**config.mk**
```make
export PLATFORM = sky130hd
export DESIGN_NAME = coa_inv
export DESIGN_NICKNAME = d
export VERILOG_FILES = /design/src/rtl/coa_inv.sv
export SDC_FILE = /design/constraint.sdc
export NUM_CORES = 1
export LEC_CHECK = 0
export ABC_AREA = 1
export BUFFER_PORTS_ARGS = -buffer_cell sky130_fd_sc_hd__buf_4
export CAP_MARGIN = 5
export CORE_MARGIN = 10
export CORE_UTILIZATION = 51
export DETAILED_ROUTE_END_ITERATION = 10
export HOLD_SLACK_MARGIN = 0.15
export PLACE_DENSITY = 0.81
export REMOVE_ABC_BUFFERS = 1
export SYNTH_ARGS = -nofsm -noshare
export SYNTH_HDL_FRONTEND = slang
export SYNTH_SLANG_ARGS = --single-unit
```
**constraint.sdc**
```tcl
create_clock -name clk -period 2.1 [get_ports clk]
set_input_delay 0.21 -clock clk [delete_from_list [all_inputs] [get_ports clk]]
set_output_delay 0.21 -clock clk [all_outputs]
set_load 0.01 [all_outputs]
```
**src/rtl/coa_inv.sv**
```systemverilog
// coa_inv: sequential inverse of the COA multiply-accumulate datapath.
// Recovers quotient A and remainder C from D = A*B + C (C < B) with a
// 5-iteration restoring divider. Latency is fixed: accept on E0, result on E5.
//
// Ports:
//   clk        rising-edge clock
//   rst_n      asynchronous reset, active HIGH despite the name
//   D[9:0]     dividend (COA output word)
//   B[4:0]     divisor (COA factor)
//   valid_in   D/B qualifier, sampled only in IDLE or DONE
//   A[4:0]     registered quotient
//   C[4:0]     registered remainder
//   err        registered: B==0 or quotient overflow
//   valid_out  one-cycle pulse marking A/C/err as new
//   COA_num    constant transistor tally of this implementation
module coa_inv (
    input  logic        clk,
    input  logic        rst_n,
    input  logic [9:0]  D,
    input  logic [4:0]  B,
    input  logic        valid_in,
    output logic [4:0]  A,
    output logic [4:0]  C,
    output logic        err,
    output logic        valid_out,
    output logic [50:0] COA_num
);

    localparam logic [50:0] COA_TALLY = 51'd4626;

    typedef enum logic [1:0] {IDLE, CALC, DONE} state_t;

    state_t      state, state_nxt;
    logic [4:0]  b_r;       // latched divisor
    logic [4:0]  r_r;       // partial remainder
    logic [4:0]  s_r;       // low dividend bits, consumed MSB first
    logic [4:0]  q_r;       // quotient bits collected so far
    logic [2:0]  cnt;
    logic        err_pend;

    logic [5:0]  t;
    logic        ge;
    logic [4:0]  r_sub;
    logic [4:0]  r_nxt;
    logic [4:0]  q_nxt;
    logic        accept;

    assign COA_num = COA_TALLY;

    // One restoring step. Low 5 bits of t-b are exact whenever t >= b and
    // R < B holds; in the error case the result is discarded anyway.
    always_comb begin
        t      = {r_r, s_r[4]};
        ge     = (t >= {1'b0, b_r});
        r_sub  = t[4:0] - b_r;
        r_nxt  = ge ? r_sub : t[4:0];
        q_nxt  = {q_r[3:0], ge};
        accept = (state != CALC) && valid_in;
    end

    always_ff @(posedge clk or posedge rst_n) begin
        if (rst_n) state <= IDLE;
        else       state <= state_nxt;
    end

    always_comb begin
        state_nxt = state;
        case (state)
            IDLE:    if (valid_in) state_nxt = CALC;
            CALC:    if (cnt == 3'd4) state_nxt = DONE;
            DONE:    state_nxt = valid_in ? CALC : IDLE;
            default: state_nxt = IDLE;
        endcase
    end

    always_ff @(posedge clk or posedge rst_n) begin
        if (rst_n) begin
            b_r       <= '0;
            r_r       <= '0;
            s_r       <= '0;
            q_r       <= '0;
            cnt       <= '0;
            err_pend  <= 1'b0;
            A         <= '0;
            C         <= '0;
            err       <= 1'b0;
            valid_out <= 1'b0;
        end else begin
            valid_out <= 1'b0;
            if (accept) begin
                b_r      <= B;
                // D[9:5] >= B would need a 6-bit quotient
                err_pend <= (B == 5'd0) || (D[9:5] >= B);
                r_r      <= D[9:5];
                s_r      <= D[4:0];
                q_r      <= '0;
                cnt      <= '0;
            end else if (state == CALC) begin
                r_r <= r_nxt;
                s_r <= {s_r[3:0], 1'b0};
                q_r <= q_nxt;
                cnt <= cnt + 3'd1;
                if (cnt == 3'd4) begin
                    A         <= err_pend ? 5'd0 : q_nxt;
                    C         <= err_pend ? 5'd0 : r_nxt;
                    err       <= err_pend;
                    valid_out <= 1'b1;
                end
            end
        end
    end

endmodule

```
==> results.md, run 1 <==
Status:
- The run finished with clean final reports.

STA:
- The number of setup violations in the final report is 0.
- The maximum clock skew at final layout is 7.30 ps.
- Subtracting the final worst setup slack from the clock period gives 1830 ps.
- The number of max-slew violations in the final report is 0.
- After layout, the worst path uses 87.2% of the clock period.
- The post-route worst setup slack is 268 ps.
- Setup total negative slack on the finished layout was measured at 0 ps.
- The final hold violation count came to 0.
- Setup repair after global routing left no endpoint under its margin.
- Based on the critical path, the design can be clocked at up to 0.546 GHz.

Yosys:
- Summing every instance area after synthesis gives 2410 µm².
- The synthesized area per cell is 8.17 µm².
- For this run, asynchronously set or reset flops after synthesis account for 100%.
- Counting flops with a built-in enable in the synthesized netlist gives 0.
- The top flip-flop cell by instance count after synthesis is sky130_fd_sc_hd__dfrtp_1.
- The fraction of the yosys area taken by sequential cells is 38.4%.
- The Yosys warning count is 0.
- In the synthesized netlist, the number of instances is 295.
- Synthesis inferred 37 register bits.
- The distinct cell type count after synthesis is 27.

Hold path:
- The path class of the tightest hold or removal check is input port to flop.
- The worst min-delay path endpoint is b_r[2]$_DFFE_PP0P_.
- The worst hold path was traced through 3 stages.
- In this run the most critical hold path is launched from B[2].

Finish:
- The fill cell total of the finished layout is 389.
- Compared with the post-synthesis result, the final layout area differs by 11.2%.
- The post-layout net count is 366.
- The ratio of cells with drive above 1 in the final layout is 16.4%.
- The final core utilization is 59.9%.
- The number of antenna diodes in the final layout is 0.

Clocking:
- TritonCTS created 5 clock buffers.
- The clock slew at the register clock pins of the worst setup and hold paths is 80 ps.
- The number of buffers between clock root and the deepest sink is 2.
- The insertion delay of the later-clocked pin in the worst-skew pair is 300 ps.
- The deepest level of the CTS H-tree is 2.
- The number of gates given a new drive strength after cts is 0.
- The clock root buffer is sky130_fd_sc_hd__clkbuf_8.
- Counting every sink on the clock net gives 37.
- TritonCTS built the clock tree.

Die:
- The die is 88.8 µm tall.
- The core box area is 4470 µm².
- The number of top-level pins is 81.
- The die boundary width is 88.8 µm.
- In this run the core area contains 24 standard-cell rows.
- The die area is 7880 µm².
- The initial utilization of the core area, before any placement, comes to 53.9%.

Placed design:
- At the placement stage, the worst setup path has a slack of 357 ps.
- The HPWL after detailed placement is 3880 µm.
- The number of buffer cells added on primary ports is 29.
- The routability-driven placement congestion ratio is 0.875.

Route:
- In the routed layout, each cell is associated on average with a via count of 4.66.
- The number of DRC markers in iteration 0 is 233.
- After detailed routing, the average wire length per cell comes to 13.2 µm.
- The total length of routed wires is 5130 µm.
- Once detail routing completed, the nets flagged for antenna violations numbered 0.
- The first detailed-routing pass took 4 iterations.
- The total DRC errors in the routed layout is 0.
- Detailed routing inserted a total of 1808 vias.

Worst setup path:
- The slowest stage of the critical path is the sky130_fd_sc_hd__fa_1 cell.
- The critical path endpoint category is a flop.
- The cell family contributing the most delay on the critical path is adder cells.
- Traced cell by cell, the critical path runs through inv_1 -> ha_1 -> inv_1 -> fa_1 -> inv_1 -> nand2_1 -> nand2_2 -> nand3_1 -> nand3_1 -> nand2_1.
- The worst register-to-register path begins at s_r[4]$_DFFE_PP0P_.
- The critical path runs through a total of 10 cells.
- The register-to-register setup slack is 270 ps.
- STA classifies the critical path startpoint as a flop.
- The arrival time of the worst setup path is 2020 ps.
- The critical path contains buffers and inverters numbering 3 combined.
- The worst register-to-register path ends at C[0]$_DFFE_PP0P_.
- On the worst path, the slowest cell contributes a delay of 400 ps.
- The worst register-to-register path has a depth of 10.
- The kind of critical path is flop to flop.
- For the worst setup path, the data required time is 2290 ps.
- The worst-path maximum fanout is 5.
- The most numerous cell on the critical path is sky130_fd_sc_hd__inv_1.

Pwr:
- The total power per unit cell area is 1450 nW/µm².
- Sequential cells account for 31.1% of the total power.
- The internal portion of total power is 2170 µW.
- The proportion of power drawn by combinational gates is 52.0%.
- The net switching power of the design is 1720 µW.
- For this design the static power due to leakage is 0.00151 µW.
- VDD sags by at most 0.000673 V.
- Of the total power, the clock network draws 16.8%.
- Net switching is 44.2% of the power.

Flow run:
- The tool flagged a number of max-cap violations equal to 0.

GRT:
- The via count of the first global-routing pass was 1867.
- For this run, the total global-route usage over all layers was measured as 13.2%.
- After global routing the overflow that remains totals 0.
- The number of antenna violations at the first check in global routing was 0.
- The global-route wire length before repair is 8230 µm.
- The pin count of the biggest net entering global routing is 38.
state kept, by name, indices dropped and copies added, names as in the netlist:
name       flops
A              5
C              5
b_r            5
cnt            3
err            1
err_pend       1
q_r            4
r_r            5
s_r            5
state          2
valid_out      1
stage by stage:
stage                     cell area, µm²  instances  power, µW  hold WS [ps]
after floorplan                     2180        289       2670           337
after global placement              2470        371       3120           345
after detailed placement            2470        371       3190           356
after CTS                           2680        388       3890           153
after global routing                2680        388       4250           198
final                               2680        388       3890           160
worst register-to-register path: cells and delay by family (launching register included):
family	cells	cell delay, ps
adder cells (fa/ha/maj)	2	550
buffers and inverters	3	270
flip-flops	1	360
AND/OR/NAND/NOR	5	550
cells in the mapped netlist, types with 4 or more instances:
| library cell | n | area [µm²] |
|---|---|---|
| sky130_fd_sc_hd__o21ai_1 | 9 | 45.0 |
| sky130_fd_sc_hd__inv_2 | 4 | 15.0 |
| sky130_fd_sc_hd__o22ai_1 | 5 | 31.3 |
| sky130_fd_sc_hd__inv_1 | 45 | 169 |
| sky130_fd_sc_hd__nand4_1 | 6 | 37.5 |
| sky130_fd_sc_hd__dfrtp_1 | 37 | 926 |
| sky130_fd_sc_hd__buf_4 | 51 | 383 |
| sky130_fd_sc_hd__nand3_1 | 17 | 85.1 |
| sky130_fd_sc_hd__ha_1 | 12 | 150 |
| sky130_fd_sc_hd__nand2_1 | 66 | 248 |
| sky130_fd_sc_hd__o21ai_0 | 10 | 50.1 |
| sky130_fd_sc_hd__nor2_1 | 6 | 22.5 |
layer usage:
layer	part of all wire, %	wire, µm	global-route usage, %
met1	39	1990	14.2
met5	0	0	0
met4	1.8	92	5.73
met2	52	2680	23.6
met3	7.1	366	3.68
final cells by class:
type	instances	area (µm²)	share of cell area [%]
Clock buffer	6	82.6	3.08
Sequential cell	37	926	34.5
Tap cell	52	65.1	2.43
Timing Repair Buffer	39	315	11.8
Clock inverter	2	37.5	1.40
Multi-Input combinational cell	202	1060	39.7
Inverter	50	190	7.10
placed cells by master (no fill, tap or decap), types with 2 or more instances in the layout:
| cell | netlist | layout |
|---|---|---|
| sky130_fd_sc_hd__a21oi_1 | 2 | 2 |
| sky130_fd_sc_hd__buf_4 | 51 | 30 |
| sky130_fd_sc_hd__clkbuf_8 | 0 | 6 |
| sky130_fd_sc_hd__conb_1 | 2 | 51 |
| sky130_fd_sc_hd__dfrtp_1 | 37 | 37 |
| sky130_fd_sc_hd__dlygate4sd3_1 | 0 | 9 |
| sky130_fd_sc_hd__ha_1 | 12 | 12 |
| sky130_fd_sc_hd__inv_1 | 45 | 45 |
| sky130_fd_sc_hd__inv_2 | 4 | 4 |
| sky130_fd_sc_hd__nand2_1 | 66 | 66 |
| sky130_fd_sc_hd__nand2_2 | 3 | 3 |
| sky130_fd_sc_hd__nand2_4 | 3 | 3 |
| sky130_fd_sc_hd__nand3_1 | 17 | 17 |
| sky130_fd_sc_hd__nand4_1 | 6 | 6 |
| sky130_fd_sc_hd__nor2_1 | 6 | 6 |
| sky130_fd_sc_hd__nor2_2 | 2 | 2 |
| sky130_fd_sc_hd__nor2_8 | 2 | 2 |
| sky130_fd_sc_hd__o211ai_1 | 3 | 3 |
| sky130_fd_sc_hd__o21ai_0 | 10 | 10 |
| sky130_fd_sc_hd__o21ai_1 | 9 | 9 |
| sky130_fd_sc_hd__o22ai_1 | 5 | 5 |
what timing repair did:
action                                  4_1_cts  5_1_grt
endpoints found under the setup margin        0        0
hold buffers                                  9        0
setup buffers                                 0        0
hold endpoints to repair                     45        0
how the worst max path moves through the flow:
stage / end / from
global route: C[0]$_DFFE_PP0P_ / s_r[4]$_DFFE_PP0P_
CTS: C[0]$_DFFE_PP0P_ / s_r[4]$_DFFE_PP0P_
detailed placement: C[0]$_DFFE_PP0P_ / s_r[4]$_DFFE_PP0P_
finish: C[0]$_DFFE_PP0P_ / s_r[4]$_DFFE_PP0P_
floorplan: C[0]$_DFFE_PP0P_ / s_r[4]$_DFFE_PP0P_
global placement: C[1]$_DFFE_PP0P_ / s_r[4]$_DFFE_PP0P_
logic make-up (layout without fill, tap and decap cells):
group / Yosys count / count (layout) / share of synthesized area [%]
AOI/OAI and AO/OA: 31 / 31 / 7.63
xor gates and xnor gates: 1 / 1 / 0.363
adders and majority gates: 13 / 13 / 7.06
buffers and inverters: 105 / 97 / 25.1
DFF: 37 / 37 / 38.4
other: 2 / 51 / 0.311
and+or+nand+nor: 106 / 106 / 21.1
power by group through the flow:
stage | logic, µW | registers [µW] | clock network (µW)
3_5_place_dp | 1970 | 1220 | 0
2_1_floorplan | 1440 | 1230 | 0
4_1_cts | 2020 | 1210 | 662
6_report | 2020 | 1210 | 654
3_3_place_gp | 1910 | 1210 | 0
5_1_grt | 2320 | 1240 | 690
No activity file was read; power rests on OpenSTA's default activity.
==> run 2: changes to the inputs <==
--- a/config.mk
+++ b/config.mk
@@ -9,10 +9,9 @@
 export BUFFER_PORTS_ARGS = -buffer_cell sky130_fd_sc_hd__buf_4
 export CAP_MARGIN = 5
 export CORE_MARGIN = 10
-export CORE_UTILIZATION = 51
+export CORE_UTILIZATION = 39
 export DETAILED_ROUTE_END_ITERATION = 10
 export HOLD_SLACK_MARGIN = 0.15
-export PLACE_DENSITY = 0.81
 export REMOVE_ABC_BUFFERS = 1
 export SYNTH_ARGS = -nofsm -noshare
 export SYNTH_HDL_FRONTEND = slang
==> run 2 against run 1 <==
Net effect: cell area up 0.93%; core utilization is 14 points lower; maximum frequency rose by 4.8%; critical path type unchanged; largest cell class unchanged.
==> results.md, run 2 (synthesis gave the netlist of run 1 again) <==
Die:
- The die area is 9730 µm².
- The core box area is 5960 µm².
- The die is 98.6 µm wide.
- The starting density of the core is 40.5%.
- The die is 98.6 µm tall.
- The number of top-level pins is 81.
- In this run the core area contains 28 standard-cell rows.

Clocking:
- The clock sink count is 37.
- The root buffer cell chosen for the clock tree is sky130_fd_sc_hd__clkbuf_8.
- The number of buffers between clock root and the deepest sink is 2.
- Clock-pin slew was measured on the worst setup and hold paths at 80 ps.
- The insertion delay of the later-clocked pin in the worst-skew pair is 290 ps.
- The total clock buffers created by CTS is 5.
- The TritonCTS clock tree is built.
- The deepest level of the CTS H-tree is 2.
- Post-CTS timing repair inserted 0 buffers for setup.

Route:
- The first detailed-routing pass took 5 iterations.
- In the routed design, unresolved DRC markers number 0.
- The routed layout has 1744 vias.
- The routed wire length per instance is 11.9 µm.
- After detailed routing, the total wire length is 4890 µm.
- The count of nets left with antenna violations after detail routing is 0.
- The number of vias per cell is 4.24.
- The first routing iteration left 54 violations.

STA:
- For this run, the top clock speed supported by timing is 0.572 GHz.
- The number of max-slew violations in the final report is 0.
- The maximum clock skew at final layout is 6.93 ps.
- The final hold violation count is 0.
- The worst path in the final design needs a cycle of 1750 ps, including I/O delays and setup.
- The number of setup violations in the final report is 0.
- Setup repair after global routing left no endpoint under its margin.
- The period utilization is 83.3%.
- After routing, the total negative slack on setup checks comes to 0 ps.
- The post-route worst setup slack is 351 ps.

Pwr:
- The analysis attributes to cell leakage a power of 0.00151 µW.
- For this design the ratio of total power to cell area is 1410 nW/µm².
- The worst-case IR drop observed on VDD is 0.000470 V.

Flow run:
- The tool flagged a number of max-cap violations equal to 0.

Finish:
- Fill cells in the final layout number 619.
- The leading cell type in the layout, fill and taps excluded is sky130_fd_sc_hd__nand2_1.
- The number of cells in the finished layout apart from fillers is 411.
- The top cell types in the final layout, fill and taps aside, are sky130_fd_sc_hd__nand2_1, sky130_fd_sc_hd__conb_1, sky130_fd_sc_hd__inv_1.
- From synthesis to final layout, the design area changed by 12.2%.
- The repair_antennas step left the layout with diodes totalling 0.
- The post-layout net count is 366.
- In the final layout, the share of cells above drive strength 1 is 16.1%.

GRT:
- Global routing used 10.2% of the available tracks across all layers.
- The first global-routing pass estimated 8400 µm of wire.
- After global routing the overflow that remains totals 0.
- The via count of the first global-routing pass is 1862.
- Entering global routing, the biggest net connects 38 pins.
- The number of antenna violations at the first check in global routing came to 0.

Worst setup path:
- The worst-path maximum fanout is 5.
- The most numerous cell on the critical path is sky130_fd_sc_hd__inv_1.
- The category of cells accounting for the largest share of critical-path delay is adder cells.
- The critical path endpoint category is a flop.
- The number of buffers and inverters on the critical path is 3.
- STA classifies the critical path startpoint as a flop.
- The required time of the worst setup path is 2290 ps.
- The largest individual stage delay along the critical path comes from the cell sky130_fd_sc_hd__fa_1.
- The largest single stage delay on the critical path is 410 ps.
- The critical path goes through inv_1 -> ha_1 -> inv_1 -> fa_1 -> inv_1 -> nand2_1 -> nand2_2 -> nand3_1 -> nand3_1 -> nand2_1.
- The setup path with the least slack is of type flop to flop.
- The arrival time of the worst setup path is 1930 ps.

Placed design:
- Including well taps, the total number of placed cells is 394.
- The pre-CTS worst setup slack is 376 ps.
- The congestion estimate from routability-driven global placement came to 0.859.
- The half-perimeter wire length after placement is 3880 µm.
- In this run the tool buffered the top-level ports with 29 buffer cells.

Status:
- The run finished with clean final reports.

Hold path:
- The worst hold path belongs to the class input port to flop.
run 2: layer usage:
layer	global-route usage (%)	up-vias	routed length, µm
li1	-	897	-
met1	10.3	790	1940
met2	18.9	50	2560
met3	3.42	7	320
met4	3.97	0	74
met5	0	-	0
run 2: final timing paths:
| kind | end | cells past startpoint | startpoint | slack [ps] |
|---|---|---|---|---|
| hold reg to reg | s_r[3]$_DFFE_PP0P_ | 2 | s_r[3]$_DFFE_PP0P_ | 480 |
| setup / recovery | C[2]$_DFFE_PP0P_ | 10 | s_r[4]$_DFFE_PP0P_ | 350 |
| max in group asynchronous | cnt[0]$_DFFE_PP0P_ | 4 | rst_n | 1180 |
| min in group asynchronous | C[3]$_DFFE_PP0P_ | 4 | rst_n | 580 |
| setup reg to reg | C[2]$_DFFE_PP0P_ | 10 | s_r[4]$_DFFE_PP0P_ | 350 |
| hold / removal | b_r[4]$_DFFE_PP0P_ | 3 | B[4] | 150 |
run 2: area by class of cell:
class | count | area [µm²] | share of cell area, %
clock buffers | 7 | 86.3 | 3.19
clock inverters | 1 | 30.0 | 1.11
inverters | 50 | 190 | 7.03
multi-input cells | 202 | 1060 | 39.3
flip-flops and latches | 37 | 926 | 34.2
well taps | 75 | 93.8 | 3.47
repair buffers | 39 | 315 | 11.7
run 2: what timing repair did:
item,CTS,global route
gates resized for setup,0,0
endpoints found under the hold margin,45,0
hold buffers,9,0
run 2: stage by stage:
| stage | utilization (%) | hold slack (ps) | area [µm²] | power [µW] |
|---|---|---|---|---|
| floorplan | - | 337 | 2180 | 2670 |
| global placement | 42.0 | 357 | 2500 | 3160 |
| detailed placement | 42.0 | 363 | 2500 | 3190 |
| CTS | 45.4 | 151 | 2710 | 3860 |
| global route | 45.4 | 177 | 2710 | 4210 |
| finish | 45.4 | 152 | 2710 | 3820 |
run 2: tightest hold or removal path: cells and delay by family:
family,cells,cell delay (ps)
AND/OR/NAND/NOR,1,50
AO/OA/AOI/OAI,1,60
buffers and inverters,1,100
run 2: report_power, final:
group	total [µW]	internal (µW)	switching, µW
Sequential	1200	1030	170
Clock	643	387	256
Combinational	1970	744	1230
